### config.mk
export PLATFORM = sky130hd
export DESIGN_NAME = piso_arb_ctrl
export DESIGN_NICKNAME = d
export VERILOG_FILES = /design/src/rtl/piso_arb_ctrl.sv
export SDC_FILE = /design/constraint.sdc
export NUM_CORES = 1
export LEC_CHECK = 0
export CAP_MARGIN = 30
export CORE_MARGIN = 2
export CORE_UTILIZATION = 52
export DETAILED_ROUTE_END_ITERATION = 8
export HOLD_SLACK_MARGIN = 0.1
export PLACE_DENSITY = 0.81
export SLEW_MARGIN = 40
export SYNTH_ARGS = -nofsm -noshare
export SYNTH_HDL_FRONTEND = slang
export SYNTH_SLANG_ARGS = --single-unit
export TNS_END_PERCENT = 5
### constraint.sdc
create_clock -name clk -period 4.6 [get_ports clk]
set_input_delay 1.38 -clock clk [delete_from_list [all_inputs] [get_ports clk]]
set_output_delay 1.38 -clock clk [all_outputs]
set_load 0.02 [all_outputs]
### src/rtl/piso_arb_ctrl.sv
// Two-requester parallel-in/serial-out controller.
// A round-robin grant picks one requester's word, which is then shifted out
// MSB first with each bit held for DIV clock cycles. After each completed
// word the priority moves to the other requester, so two continuously valid
// requesters alternate. A reset in mid-word drops the word.
module piso_arb_ctrl #(
    parameter int WIDTH = 4,
    parameter int DIV   = 2
) (
    input  logic             clk,
    input  logic             rst,
    input  logic             req0_valid,
    input  logic [WIDTH-1:0] req0_data,
    output logic             req0_ready,
    input  logic             req1_valid,
    input  logic [WIDTH-1:0] req1_data,
    output logic             req1_ready,
    output logic             sout,
    output logic             sout_valid,
    output logic             sout_last,
    output logic             sout_src,
    output logic             busy
);

    typedef enum logic {
        IDLE  = 1'b0,
        SHIFT = 1'b1
    } state_t;

    // Top values of the bit counter and of the divider counter.
    localparam logic [4:0] BIT_TOP = 5'(WIDTH - 1);
    localparam logic [3:0] DIV_TOP = 4'(DIV - 1);

    state_t           state_q;
    logic             prio_q;
    logic             src_q;
    logic [WIDTH-1:0] shreg_q;
    logic [4:0]       bitcnt_q;
    logic [3:0]       divcnt_q;

    logic             grant_s;
    logic             ready0_s;
    logic             ready1_s;
    logic             xfer_s;
    logic             shift_s;
    logic             div_wrap_s;

    // Grant: a lone valid requester wins, otherwise the priority pointer decides.
    always_comb begin
        grant_s = prio_q;
        if (req0_valid && !req1_valid) begin
            grant_s = 1'b0;
        end else if (req1_valid && !req0_valid) begin
            grant_s = 1'b1;
        end else begin
            grant_s = prio_q;
        end
    end

    // Handshake and output decode; everything is forced low while reset is held.
    always_comb begin
        ready0_s   = rst && (state_q == IDLE) && req0_valid && (grant_s == 1'b0);
        ready1_s   = rst && (state_q == IDLE) && req1_valid && (grant_s == 1'b1);
        xfer_s     = ready0_s || ready1_s;
        shift_s    = rst && (state_q == SHIFT);
        div_wrap_s = (divcnt_q == DIV_TOP);
    end

    assign req0_ready = ready0_s;
    assign req1_ready = ready1_s;
    assign sout       = shift_s && shreg_q[WIDTH-1];
    assign sout_valid = shift_s;
    assign sout_last  = shift_s && (bitcnt_q == 5'd0);
    assign busy       = shift_s;
    // Source index survives into IDLE so a consumer can still see who sent last.
    assign sout_src   = rst && src_q;

    // Controller FSM: capture on transfer, shift on divider wrap, rotate priority at word end.
    always_ff @(posedge clk) begin
        if (!rst) begin
            state_q  <= IDLE;
            prio_q   <= 1'b0;
            src_q    <= 1'b0;
            shreg_q  <= '0;
            bitcnt_q <= 5'd0;
            divcnt_q <= 4'd0;
        end else begin
            case (state_q)
                IDLE: begin
                    if (xfer_s) begin
                        shreg_q  <= grant_s ? req1_data : req0_data;
                        src_q    <= grant_s;
                        bitcnt_q <= BIT_TOP;
                        divcnt_q <= 4'd0;
                        state_q  <= SHIFT;
                    end
                end
                SHIFT: begin
                    if (div_wrap_s) begin
                        // With DIV=1 this branch is taken every cycle and divcnt stays 0.
                        divcnt_q <= 4'd0;
                        shreg_q  <= {shreg_q[WIDTH-2:0], 1'b0};
                        if (bitcnt_q == 5'd0) begin
                            state_q <= IDLE;
                            prio_q  <= ~src_q;
                        end else begin
                            bitcnt_q <= bitcnt_q - 5'd1;
                        end
                    end else begin
                        divcnt_q <= divcnt_q + 4'd1;
                    end
                end
                default: begin
                    state_q <= IDLE;
                end
            endcase
        end
    end

endmodule

# [Yosys cells after proc, flatten, opt, wreduce, memory -nomap -nowiden]
# Cells that the tools add are included.
[word_totals] register_bits=16 in_bits=12
[op_classes] mux=17 n_bitwise=3 add_sub_neg=2 n_eq_ne=4 reduce_logical=19
[ops] operator="4-bit 2-to-1 mux" n=5
[ops] operator="4-bit case mux with 2 select lines" n=2
[ops] operator="5-bit 2-to-1 mux" n=3
[ops] operator="1-bit logical AND" n=11
[ops] operator="5-bit case mux with 2 select lines" n=1
[ops] operator="3-bit AND reduction" n=2
[ops] operator="5-bit logical NOT" n=1
[ops] operator="1-bit 2-to-1 mux" n=5
[ops] operator="5-bit by 1-bit subtractor with 5-bit output (second input constant)" n=1
[ops] operator="4-bit by 1-bit adder with 4-bit output (second input constant)" n=1
[ops] operator="4-bit by 1-bit equality test with 1-bit output (second input constant)" n=1
[ops] operator="2-bit inequality test (second input constant)" n=2
[ops] operator="2-bit AND reduction" n=2
[ops] operator="1-bit inverter" n=3
[ops] operator="1-bit logical NOT" n=2
[ops] operator="2-bit by 1-bit inequality test with 1-bit output (second input constant)" n=1
[ops] operator="1-bit case mux with 2 select lines" n=1
[ops] operator="1-bit logical OR" n=1

# [Longest topological paths before layout]
# Gate-level depths: netlist of the first run.
[logic_depth] ltp_word=9 depth_mapped=6 ltp_nobuf=6

# [Worst setup path before layout of the first run]
# No wires, ideal clock.
[synth_path] path_kind="input -> output" startpoint="input port rst" endpoint="output port sout_valid" n_path_buf=2 path_slack_ps=1260 required_ps=3220 arrival_ps=1960 cell_stages=4 path_cell_list="buf_6 nand2_1 inv_1 buf_4"
[synth_via] elab_chain_cells=1
[synth_lines] item="start, declared" line_no="11" source="input logic rst,"
[synth_lines] item="1-bit logical AND" line_no="65" source="shift_s = rst && (state_q == SHIFT);"
[synth_lines] item="end, declared" line_no="19" source="output logic sout_valid,"
# No other way between the ends.

# [Worst setup path in the final report of the first run]
[layout_path] startpoint="input port rst" endpoint="output port req0_ready"
[layout_via] elab_chain_cells=3
[layout_lines] item="1-bit logical AND (3 in a row)" line_no="62" source="ready0_s = rst && (state_q == IDLE) && req0_valid && (grant_s == 1'b0);"
[layout_lines] item="end, declared" line_no="14" source="output logic req0_ready,"
# No other way between the ends.

==> metrics.txt, run 1 <==
# TYPE chip_impl_metric gauge
chip_impl_info{name="run_status",value="finished clean"} 1
chip_impl_metric{name="worst-endpoint-arrival",unit="ns"} 3.01
chip_impl_metric{name="report.final.setup_viol",unit=""} 0
chip_impl_metric{name="final.hold.worst_slack",unit="ns"} 0.430
chip_impl_metric{name="clock-skew-final",unit="ns"} 0.00932
chip_impl_info{name="timing.critical_path.cells",value="clkdlybuf4s50_1 -> nor2b_1 -> and3_1 -> clkdlybuf4s50_1"} 1
chip_impl_metric{name="antenna_violations_before_repair",unit=""} 0
chip_impl_metric{name="cellLeakagePower",unit="nW"} 0.469
chip_impl_metric{name="period_share",unit="%"} 95.5
chip_impl_metric{name="tritoncts.num_buffers",unit=""} 3
chip_impl_metric{name="synth_compound_area_share",unit="%"} 20.7
chip_impl_metric{name="ant_nets",unit=""} 0
chip_impl_metric{name="first_iter_violations",unit=""} 10
chip_impl_metric{name="cts-root-to-sink-buffers",unit=""} 2
chip_impl_metric{name="syn-num-nets",unit=""} 134
chip_impl_metric{name="place_area",unit="µm²"} 1140
chip_impl_metric{name="max_slew.worst_pin.slew",unit="ns"} 0.378
chip_impl_metric{name="start_util",unit="%"} 54.9
chip_impl_metric{name="route.final.wire_length",unit="µm"} 2000
chip_impl_metric{name="finalWorstPathRequiredPeriod",unit="ns"} 4.39
chip_impl_metric{name="insertedDiodeCount",unit=""} 0
chip_impl_metric{name="final_hold_viol_count",unit=""} 0
chip_impl_metric{name="rows",unit=""} 15
chip_impl_metric{name="power-per-cell-area",unit="nW/µm²"} 309
chip_impl_metric{name="place_hpwl",unit="µm"} 1620
chip_impl_metric{name="post_synthesis_cell_area",unit="µm²"} 938
chip_impl_metric{name="via_count_of_the_first_global_routing_pass",unit=""} 761
chip_impl_metric{name="chipWidth",unit="µm"} 46.5
chip_impl_metric{name="hold_buffers",unit=""} 0
chip_impl_info{name="combinational_family_with_the_most_area_after_synthesis",value="simple AND/OR/NAND/NOR gates"} 1
chip_impl_metric{name="grt_first_pass_wirelength",unit="µm"} 3210
chip_impl_metric{name="average_instance_area_after_synthesis",unit="µm²"} 7.89
chip_impl_info{name="hold_class",value="reg2reg"} 1
chip_impl_metric{name="cts.htree.levels",unit=""} 1
chip_impl_metric{name="timing.critical_path.fanout_max",unit=""} 9
chip_impl_metric{name="area_growth_syn_to_layout",unit="%"} 25.2
chip_impl_metric{name="gp_congestion",unit=""} 0.750
chip_impl_metric{name="sequential_to_total_area_share_from_yosys_stat",unit="%"} 34.1
chip_impl_metric{name="synth_seq_cells",unit=""} 16
chip_impl_metric{name="layout.core_utilization",unit="%"} 68.8
chip_impl_metric{name="final_nets",unit=""} 155
chip_impl_metric{name="synth.mux.area_fraction",unit="%"} 1.07
chip_impl_metric{name="clock-sinks",unit=""} 16
chip_impl_metric{name="post_route_cells_drive_above_1_share",unit="%"} 9.35
chip_impl_metric{name="timing.max_cap.violations",unit=""} 0
chip_impl_metric{name="maxSlewHeadroom",unit="%"} 74.5
chip_impl_metric{name="yosys.area_share.xor_xnor",unit="%"} 1.87
chip_impl_metric{name="synth_adder_area_share",unit="%"} 4.00
chip_impl_info{name="synth_largest_area_cell",value="sky130_fd_sc_hd__dfxtp_1"} 1
chip_impl_metric{name="detail_route.wirelength.met1",unit="µm"} 906
chip_impl_metric{name="portBuffers",unit=""} 18
chip_impl_metric{name="die_area",unit="µm²"} 2160
chip_impl_info{name="most_common_library_cell_in_the_layout_ignoring_fill_and_taps",value="sky130_fd_sc_hd__clkdlybuf4s50_1"} 1
chip_impl_metric{name="design.portCount",unit=""} 19
chip_impl_info{name="ys_top_cells_by_area",value="sky130_fd_sc_hd__dfxtp_1 34%, sky130_fd_sc_hd__nand2_1 4.8%, sky130_fd_sc_hd__nor2_1 4.4%"} 1
chip_impl_metric{name="worst_ep_required_time",unit="ns"} 3.22
chip_impl_metric{name="synthSimpleGateAreaFrac",unit="%"} 31.5
chip_impl_info{name="worstSetupPathType",value="in2out"} 1
chip_impl_metric{name="synth_edf_count",unit=""} 0
chip_impl_metric{name="fillers",unit=""} 143
chip_impl_info{name="commonest_cells_after_routing_fill_and_taps_aside",value="18 x sky130_fd_sc_hd__clkdlybuf4s50_1, 16 x sky130_fd_sc_hd__dfxtp_1, 12 x sky130_fd_sc_hd__nand2_1"} 1
chip_impl_info{name="ctsRootBufferMaster",value="sky130_fd_sc_hd__clkbuf_4"} 1
chip_impl_metric{name="globalRoute.totalOverflow",unit=""} 0
chip_impl_info{name="worst_setup_path_start_kind",value="input port"} 1
chip_impl_metric{name="synthCells",unit=""} 119
chip_impl_metric{name="delay_of_the_slowest_cell_on_the_worst_path",unit="ns"} 0.61
chip_impl_metric{name="vias",unit=""} 884
chip_impl_metric{name="avgViaCountPerCell",unit=""} 5.39
chip_impl_metric{name="die_y",unit="µm"} 46.5
chip_impl_info{name="dominant_synthesized_flop_cell",value="sky130_fd_sc_hd__dfxtp_1"} 1
chip_impl_metric{name="drt_pre_antenna_iters",unit=""} 4
chip_impl_metric{name="synth_async_sr_flop_share",unit="%"} 0
chip_impl_metric{name="fin_tns_setup",unit="ns"} 0
chip_impl_info{name="grt_setup_unrepaired",value="no"} 1
chip_impl_info{name="worst_path_most_repeated_cell",value="sky130_fd_sc_hd__clkdlybuf4s50_1"} 1
chip_impl_metric{name="drc",unit=""} 0
chip_impl_metric{name="maxClockFrequency",unit="GHz"} 0.228
chip_impl_metric{name="fin_area",unit="µm²"} 1170
chip_impl_metric{name="post_cts_repair_resize_count",unit=""} 0
chip_impl_info{name="setup.worst_path.end_class",value="output port"} 1
chip_impl_info{name="cpMaxStageDelayCell",value="sky130_fd_sc_hd__clkdlybuf4s50_1"} 1
chip_impl_metric{name="route.detailed.wl_per_inst",unit="µm"} 12.2
chip_impl_info{name="top_signal_layer_used",value="met4"} 1
chip_impl_metric{name="synth_top_area_share",unit="%"} 34.1
chip_impl_metric{name="cts_setup_buffers",unit=""} 0
chip_impl_metric{name="clock_latency",unit="ns"} 0.28
chip_impl_metric{name="wl_met3",unit="µm"} 89
chip_impl_metric{name="routed-wl-met2",unit="µm"} 991
chip_impl_metric{name="core_region_area",unit="µm²"} 1710
chip_impl_metric{name="ys_warn_count",unit=""} 0
chip_impl_metric{name="grt_max_degree",unit=""} 14
chip_impl_metric{name="vdd.ir_drop.worst",unit="mV"} 0.253
chip_impl_metric{name="synth.lib_cells_used.distinct",unit=""} 35
chip_impl_metric{name="gr-usage-all-layers",unit="%"} 21.1
chip_impl_info{name="tritoncts",value="built"} 1
chip_impl_metric{name="max_slew_violations",unit=""} 0
chip_impl_metric{name="clk_pin_slew",unit="ns"} 0.08
## metal layers
metal  track usage (%)  vias up
met5                 0        -
met4              5.14        0
met3              5.88        2
met2              35.0       22
met1              26.7      402
li1                  -      458
## area by class of cell
cell class | instances | area (µm²) | share of cell area, %
clock buffers | 4 | 36.3 | 3.09
multi-input cells | 89 | 554 | 47.2
well taps | 25 | 31.3 | 2.66
flip-flops and latches | 16 | 320 | 27.3
inverters | 10 | 37.5 | 3.19
repair buffers | 20 | 195 | 16.6
## worst max-delay path, delay by kind of cell
| kind | cells | cell delay (ns) |
|---|---|---|
| buffers and inverters | 2 | 1.21 |
| AND/OR/NAND/NOR | 2 | 0.42 |
## stage by stage
stage | instances | setup WS, ns | power [W]
floorplan | 119 | 1.26 | 0.000240
global placement | 160 | 0.223 | 0.000273
detailed placement | 160 | 0.216 | 0.000276
CTS | 164 | 0.207 | 0.000369
global route | 164 | 0.127 | 0.000386
finish | 164 | 0.209 | 0.000363
## sequential cells by signal, indices dropped and copies added (netlist names)
| signal | flops |
|---|---|
| src_q | 1 |
| bitcnt_q | 5 |
| shreg_q | 4 |
| divcnt_q | 4 |
| state_q | 1 |
| prio_q | 1 |
## path summary, 6_finish.rpt
kind / startpoint / endpoint / slack, ns / depth (start not counted)
max reg2reg: bitcnt_q[0] / bitcnt_q[0] / 2.78 / 6
min reg2reg: bitcnt_q[4] / bitcnt_q[4] / 0.43 / 2
min: bitcnt_q[4] / bitcnt_q[4] / 0.43 / 2
max: rst / req0_ready / 0.21 / 4
## logic make-up (layout without fill, tap and decap cells)
kind of cell    Yosys count  count (layout)
mux                       1               1
fa+ha+maj                 3               3
compound gates           29              29
simple gates             54              54
flops                    16              16
xor+xnor                  2               2
buf+inv                  14              34
## cells in the mapped netlist (all sizes together), types with 2 or more instances
| library cell | instances |
|---|---|
| nand3 | 3 |
| nor2 | 11 |
| xor2 | 2 |
| nand2b | 5 |
| a21oi | 6 |
| nand2 | 12 |
| a211oi | 3 |
| or3 | 3 |
| and2 | 5 |
| buf | 2 |
| clkbuf | 2 |
| dfxtp | 16 |
| a31oi | 3 |
| o22ai | 3 |
| o2bb2ai | 4 |
| and3 | 4 |
| or2 | 2 |
| o21ai | 5 |
| ha | 3 |
| nor2b | 3 |
| inv | 10 |
## power breakdown
| group | total (W) | switching [W] | internal [W] |
|---|---|---|---|
| Clock | 0.0000897 | 0.0000415 | 0.0000481 |
| Sequential | 0.000170 | 0.0000156 | 0.000155 |
| Combinational | 0.000103 | 0.0000511 | 0.0000521 |
(Power assumes the default switching activity.)
==> inputs of run 2 (changes only) <==
CTS_BUF_LIST = sky130_fd_sc_hd__clkbuf_4 sky130_fd_sc_hd__clkbuf_8   (was default)
==> results of run 2 <==
Final layout, timing and power as in run 1 (identical DEF).
